==> config.mk <==
export PLATFORM = sky130hd
export DESIGN_NAME = multiwave_generator
export DESIGN_NICKNAME = d
export VERILOG_FILES = /design/src/rtl/multiwave_generator.sv
export SDC_FILE = /design/constraint.sdc
export NUM_CORES = 1
export LEC_CHECK = 0
export CORE_MARGIN = 1
export CORE_UTILIZATION = 43
export CTS_BUF_LIST = sky130_fd_sc_hd__clkbuf_8
export DETAILED_ROUTE_END_ITERATION = 10
export MAX_ROUTING_LAYER = met4
export PLACE_DENSITY = 0.67
export SYNTH_ARGS = -nofsm -noshare
export SYNTH_HDL_FRONTEND = slang
export SYNTH_SLANG_ARGS = --single-unit
export TNS_END_PERCENT = 30
==> constraint.sdc <==
create_clock -name lrclk -period 5 [get_ports lrclk]
set_input_delay 1 -clock lrclk [delete_from_list [all_inputs] [get_ports lrclk]]
set_output_delay 1 -clock lrclk [all_outputs]
set_load 0.05 [all_outputs]
==> src/rtl/multiwave_generator.sv <==
// Phase-accumulator audio oscillator: saw, triangle, square and pulse outputs
// as two's-complement samples. Setting changes are deferred to phase wrap or sync.
module multiwave_generator #(
  parameter int BITSIZE   = 24,
  parameter int PHASESIZE = 16
) (
  input  logic                        lrclk,
  input  logic                        resetn,
  input  logic                        enable,
  input  logic        [PHASESIZE-1:0] freq,
  input  logic        [1:0]           mode,
  input  logic        [PHASESIZE-1:0] duty,
  input  logic                        sync,
  output logic signed [BITSIZE-1:0]   out,
  output logic                        wrap
);

  typedef enum logic {IDLE, RUN} state_t;

  state_t               state, state_nxt;
  logic [PHASESIZE-1:0] phase;
  logic [PHASESIZE-1:0] freq_act;
  logic [1:0]           mode_act;
  logic [PHASESIZE-1:0] duty_act;

  logic                 active_p0;
  logic [PHASESIZE:0]   sum_p0;
  logic [PHASESIZE-1:0] u_p0;
  logic                 reload_p0;

  function automatic logic [PHASESIZE-1:0] wave_u(
    input logic [PHASESIZE-1:0] ph,
    input logic [1:0]           m,
    input logic [PHASESIZE-1:0] d
  );
    logic [PHASESIZE-1:0] u;
    case (m)
      2'd0:    u = ph;
      2'd1:    u = {ph[PHASESIZE-2:0] ^ {(PHASESIZE-1){ph[PHASESIZE-1]}}, 1'b0};
      2'd2:    u = {PHASESIZE{~ph[PHASESIZE-1]}};
      default: u = (ph < d) ? '1 : '0;
    endcase
    return u;
  endfunction

  // MSB-aligned width fit: extra output LSBs are zero, surplus phase LSBs are dropped.
  function automatic logic [BITSIZE-1:0] fit_width(input logic [PHASESIZE-1:0] u);
    logic [BITSIZE-1:0] v;
    v = '0;
    for (int i = 0; i < BITSIZE; i++) begin
      if (i + PHASESIZE - BITSIZE >= 0) v[i] = u[i + PHASESIZE - BITSIZE];
    end
    return v;
  endfunction

  function automatic logic signed [BITSIZE-1:0] to_twos(input logic [BITSIZE-1:0] v);
    return signed'({~v[BITSIZE-1], v[BITSIZE-2:0]});
  endfunction

  always_ff @(posedge lrclk) begin
    if (!resetn) state <= IDLE;
    else         state <= state_nxt;
  end

  always_comb begin
    state_nxt = state;
    case (state)
      IDLE:    if (enable)  state_nxt = RUN;
      RUN:     if (!enable) state_nxt = IDLE;
      default: state_nxt = IDLE;
    endcase
  end

  // Stage p0: accumulate and shape the current phase with the active settings
  assign active_p0 = (state == RUN) && enable;
  assign sum_p0    = {1'b0, phase} + {1'b0, freq_act};
  assign u_p0      = wave_u(phase, mode_act, duty_act);
  assign reload_p0 = !active_p0 || sync || sum_p0[PHASESIZE];

  // Stage p1: registered sample, next phase and wrap strobe
  always_ff @(posedge lrclk) begin
    if (!resetn) begin
      phase    <= '0;
      freq_act <= '0;
      mode_act <= '0;
      duty_act <= '0;
      out      <= '0;
      wrap     <= 1'b0;
    end else begin
      if (reload_p0) begin
        freq_act <= freq;
        mode_act <= mode;
        duty_act <= duty;
      end
      if (!active_p0) begin
        phase <= '0;
        wrap  <= 1'b0;
        out   <= '0;
      end else begin
        out <= to_twos(fit_width(u_p0));
        if (sync) begin
          phase <= '0;
          wrap  <= 1'b0;
        end else begin
          phase <= sum_p0[PHASESIZE-1:0];
          wrap  <= sum_p0[PHASESIZE];
        end
      end
    end
  end

endmodule

== Word-level counts from Yosys, hierarchy flattened ==
Cells that the tools add are included.

* Bits in registers: 76
* Bits of input ports: 38
* Output and inout port bits: 25
* RAM bits: 0
* Memories kept: 0
* Latch bits: 0
* Word-level logic and storage cells: 29
* Bits in read-only memories: 0

* Shift-type cells: 0
* $add $sub $neg: 1
* Bitwise gates (word level): 5
* Multiply operators: 0
* Order comparisons: 1
* Reductions and logical operators: 7
* Multiplexer cells: 5
* Equal/unequal tests: 2
* Div/mod/pow operators: 0

{| class="wikitable"
|+ Operator list
! cell !! number
|-
| 16-bit case mux with 3 select lines || 1
|-
| 16-bit by 16-bit adder with 17-bit output || 1
|-
| 16-bit < comparator || 1
|-
| 16-bit 2-to-1 mux || 1
|-
| 15-bit XOR || 1
|-
| 1-bit NOT || 4
|-
| 1-bit 2-to-1 mux || 3
|-
| 3-bit OR reduction || 1
|-
| 2-bit by 1-bit == test with 1-bit output (second input constant) || 1
|-
| 2-bit == test (second input constant) || 1
|-
| 2-bit logical NOT || 1
|-
| 1-bit logical OR || 2
|-
| 2-bit AND reduction || 1
|-
| 1-bit logical AND || 1
|-
| 1-bit logical NOT || 1
|}

== Logic depth before layout (Yosys ltp) ==
* Depth in word-level cells: 6
* Mapped depth: 10
* Mapped depth without buffers: 8

== Worst setup path after synthesis ==
OpenSTA, ideal clock, no wires.

* Kind: register to register
* Start: register phase[0]
* End: register duty_act[10]
* Arrival time: 2.051 ns
* Required time: 4.882 ns
* Setup slack: 2.831 ns
* Period minus slack after synthesis: 2.169 ns
* Stages on the path, launching flop included: 11
* Buffers on the path: 2
* Library setup time: 0.118 ns
* Cell sequence: dfxtp_1 > ha_1 > fa_1 > a21o_1 > nand4_1 > nand3_2 > a211oi_2 > o21ai_1 > buf_6 > buf_12 > mux2i_1

* Cells in the longest elaborated chain, start to end: 2

{| class="wikitable"
|+ Ends and longest elaborated chain
! item !! RTL line !! RTL
|-
| from (decl) || 21 || <nowiki>logic [PHASESIZE-1:0] phase;</nowiki>
|-
| from (signal assigned) || 105 || <nowiki>phase <= sum_p0[PHASESIZE-1:0];</nowiki>
|-
| 16-bit by 16-bit adder with 17-bit output || 76 || <nowiki>assign sum_p0 = {1'b0, phase} + {1'b0, freq_act};</nowiki>
|-
| 1-bit logical OR || 78 || <nowiki>assign reload_p0 = !active_p0 || sync || sum_p0[PHASESIZE];</nowiki>
|-
| to (signal assigned) || 93 || <nowiki>duty_act <= duty;</nowiki>
|-
| to (decl) || 24 || <nowiki>logic [PHASESIZE-1:0] duty_act;</nowiki>
|}

No other way between the ends.
A chain may end at the register's enable or synchronous reset.

== Final worst setup path ==
* Start: register phase[0]
* End: register duty_act[9]

The elaborated chain is that of the path after synthesis.

==> summary.txt <==
status = completed
worst-path fanout max = 27
Yosys reg bits = 68
Area growth, synth to finish = 18.3%
H-tree level count = 3
WP data arrival = 2.76 ns
min-delay src = duty_act[4]$_SDFFE_PN0P_
Psw = 0.288 mW
crit path kind = register to register
wire length of the first global-routing pass = 12,800 um
WL/cell = 13.5 um
CTS resizes = 0
Initial DRT Pass Iterations = 4
fin cells = 600
gr usage total = 0.195
number of enable flip-flop cells after synthesis = 0
Final Setup Violations = 0
Pleak = 2.05 nW
Synth cell types = 47
fraction of final layout cells with drive strength greater than 1 = 0.0485
placed wire-length estimate = 6180 um
TNS Setup = 0 ns
FFs w/ async S/R, synth = 0
vias in the first global route = 2,631
slowest CP cell = fa_1
routed vias = 3,035
buffer and inverter count on the worst path = 1
Logic pwr share = 0.130
clock network power share = 0.344
Avg Synthesized Cell Area = 8.52 um2
core area = 8380 um2
# clock sinks = 68
drt first-iter violations = 164
Clock Latency Late Sink = 0.34 ns
Worst Path Required = 5.21 ns
Yosys warning total = 0
TritonCTS clock tree = built
maximum vdd drop = 0.000136 V
Min-Delay Path Class = register to register
count leader, synth = nand2_1
deepest clock path buffer count = 2
max cap viols = 0
switching share of power = 0.262
largest area contributor in the netlist = dfxtp_1
unrepaired setup endpoints after global routing = no
Initial Utilization = 0.451
Root Driver = clkbuf_8
minimum clock period = 2.55 ns
Via density = 5.06
critical path startpoint = phase[0]$_SDFF_PP0_
initial antenna violation count = 0
Pwr Density = 245 nW/um2
post-synthesis cell area = 3780 um2
Fmax achieved = 0.393 GHz
Hold Vio Cnt, Final = 0
CTS hold repair buffers = 0
die width = 95.8 um
R2R Path Start = phase[0]$_SDFF_PP0_
Post-Place Cells = 584
Setup Skew = 0.00710 ns
Post-Route WL = 8090 um
total CTS buffers = 9
Yosys top cell area share = 0.360
cell row count = 33
largest net degree at the start of global routing = 69
die area = 9180 um2
most common library cells after synthesis = nand2_1 (80), dfxtp_1 (68), nor2_1 (50), mux2i_1 (34), ha_1 (31)
Cells after Synth = 444
CP Capture Type = register
I/O Pins = 63
CP peak stage delay = 0.41 ns
Final Cycle Share = 0.510
postcts setup bufs = 0
Final ANT Viol Nets = 0
Residual DRC = 0
Internal = 0.810 mW
routability cong. = 0.888
CP startpoint kind = register
gr ovfl total = 0
Top FF cell, synth = dfxtp_1
register area share after synthesis = 0.360
ANT cells = 0
die height = 95.8 um
crit-path cells = ha_1 > fa_1 > a21o_1 > nand4_1 > nand3_2 > a211oi_2 > o21ai_4 > buf_4 > mux2i_1
Max-slew headroom = 0.546
power consumption = 1.10 mW
critical path's top delay family = compound AO/OA/AOI/OAI gates
Final nets = 560
top cells by area, synth = dfxtp_1 (36%), ha_1 (10%), mux2i_1 (9.0%)
fill count = 779
Flop pwr share = 0.525
worst slew pin tran = 0.680 ns
Port-buffer cells = 54
Final Max Tran Viols = 0
CTS clk-pin slew, worst paths = 0.07 ns
-- worst reg2reg max path: stages, from the launching register on --
cell      delay, ns
dfxtp_1        0.34
ha_1           0.25
fa_1           0.41
a21o_1         0.21
nand4_1        0.15
nand3_2        0.11
a211oi_2       0.30
o21ai_4        0.15
buf_4          0.31
mux2i_1        0.19
-- kinds of logic after synthesis --
logic type | count (synthesis) | share of synthesized area
other | 1 | 0.000991
AO/OA/AOI/OAI | 73 | 0.130
adder cells (fa/ha/maj) | 32 | 0.108
AND/OR/NAND/NOR | 158 | 0.175
XOR/XNOR | 27 | 0.0625
multiplexers | 34 | 0.0899
flip-flops | 68 | 0.360
buffers and inverters | 51 | 0.0744
-- state kept, by name (all words and copies together), names as in the netlist --
name / count
out: 16
state: 1
mode_act: 2
duty_act: 16
wrap: 1
phase: 16
freq_act: 16
-- placed cells by master, fill, tap and decap left out, types with 2 or more instances in the layout --
cell type / n
a211oi_1: 14
a21o_1: 6
a21oi_1: 19
a221oi_1: 2
and2_1: 5
and4_1: 2
buf_4: 3
clkbuf_8: 10
clkdlybuf4s50_1: 53
clkinv_2: 3
conb_1: 8
dfxtp_1: 68
ha_1: 31
inv_1: 24
mux2i_1: 34
nand2_1: 80
nand2b_1: 2
nand3_1: 3
nand4_1: 2
nor2_1: 50
nor3_1: 6
nor4_1: 3
o21a_1: 4
o21ai_0: 8
o21ai_1: 5
o21bai_1: 4
xnor2_1: 20
xor2_1: 7
-- final timing paths --
path | cells past startpoint | slack (ns) | endpoint
setup / recovery | 9 | 2.45 | duty_act[9]$_SDFFE_PN0P_
hold / removal | 2 | 0.46 | duty_act[4]$_SDFFE_PN0P_
setup reg to reg | 9 | 2.45 | duty_act[9]$_SDFFE_PN0P_
hold reg to reg | 2 | 0.46 | duty_act[4]$_SDFFE_PN0P_
-- cell type report --
type | instances | area [um2] | share of cell area
Timing Repair Buffer | 57 | 558 | 0.125
Tap cell | 105 | 131 | 0.0294
Clock buffer | 10 | 138 | 0.0308
Inverter | 22 | 83.8 | 0.0187
Clock inverter | 6 | 25.0 | 0.00559
Sequential cell | 68 | 1360 | 0.304
Multi-Input combinational cell | 332 | 2180 | 0.487
-- layer usage --
layer / track usage / part of all wire
met1: 0.254 / 0.50
met2: 0.292 / 0.44
met3: 0.0411 / 0.052
met4: 0.0821 / 0.014
met5: - / 0
-- through the flow --
stage | instance area [um2] | hold slack, ns | util | setup WS (ns)
floorplan | 3810 | 0.435 | - | 2.83
global placement | 4310 | 0.446 | 0.515 | 2.40
detailed placement | 4310 | 0.452 | 0.515 | 2.36
CTS | 4480 | 0.461 | 0.534 | 2.44
global route | 4480 | 0.475 | 0.534 | 2.28
finish | 4480 | 0.459 | 0.534 | 2.45
-- power groups by stage --
stage / Sequential (mW) / Combinational [mW] / Clock (mW)
floorplan: 0.587 / 0.100 / 0
global placement: 0.588 / 0.140 / 0
detailed placement: 0.589 / 0.143 / 0
CTS: 0.577 / 0.144 / 0.387
global route: 0.579 / 0.159 / 0.414
finish: 0.577 / 0.143 / 0.378
Power figures use the tool's default switching activity.
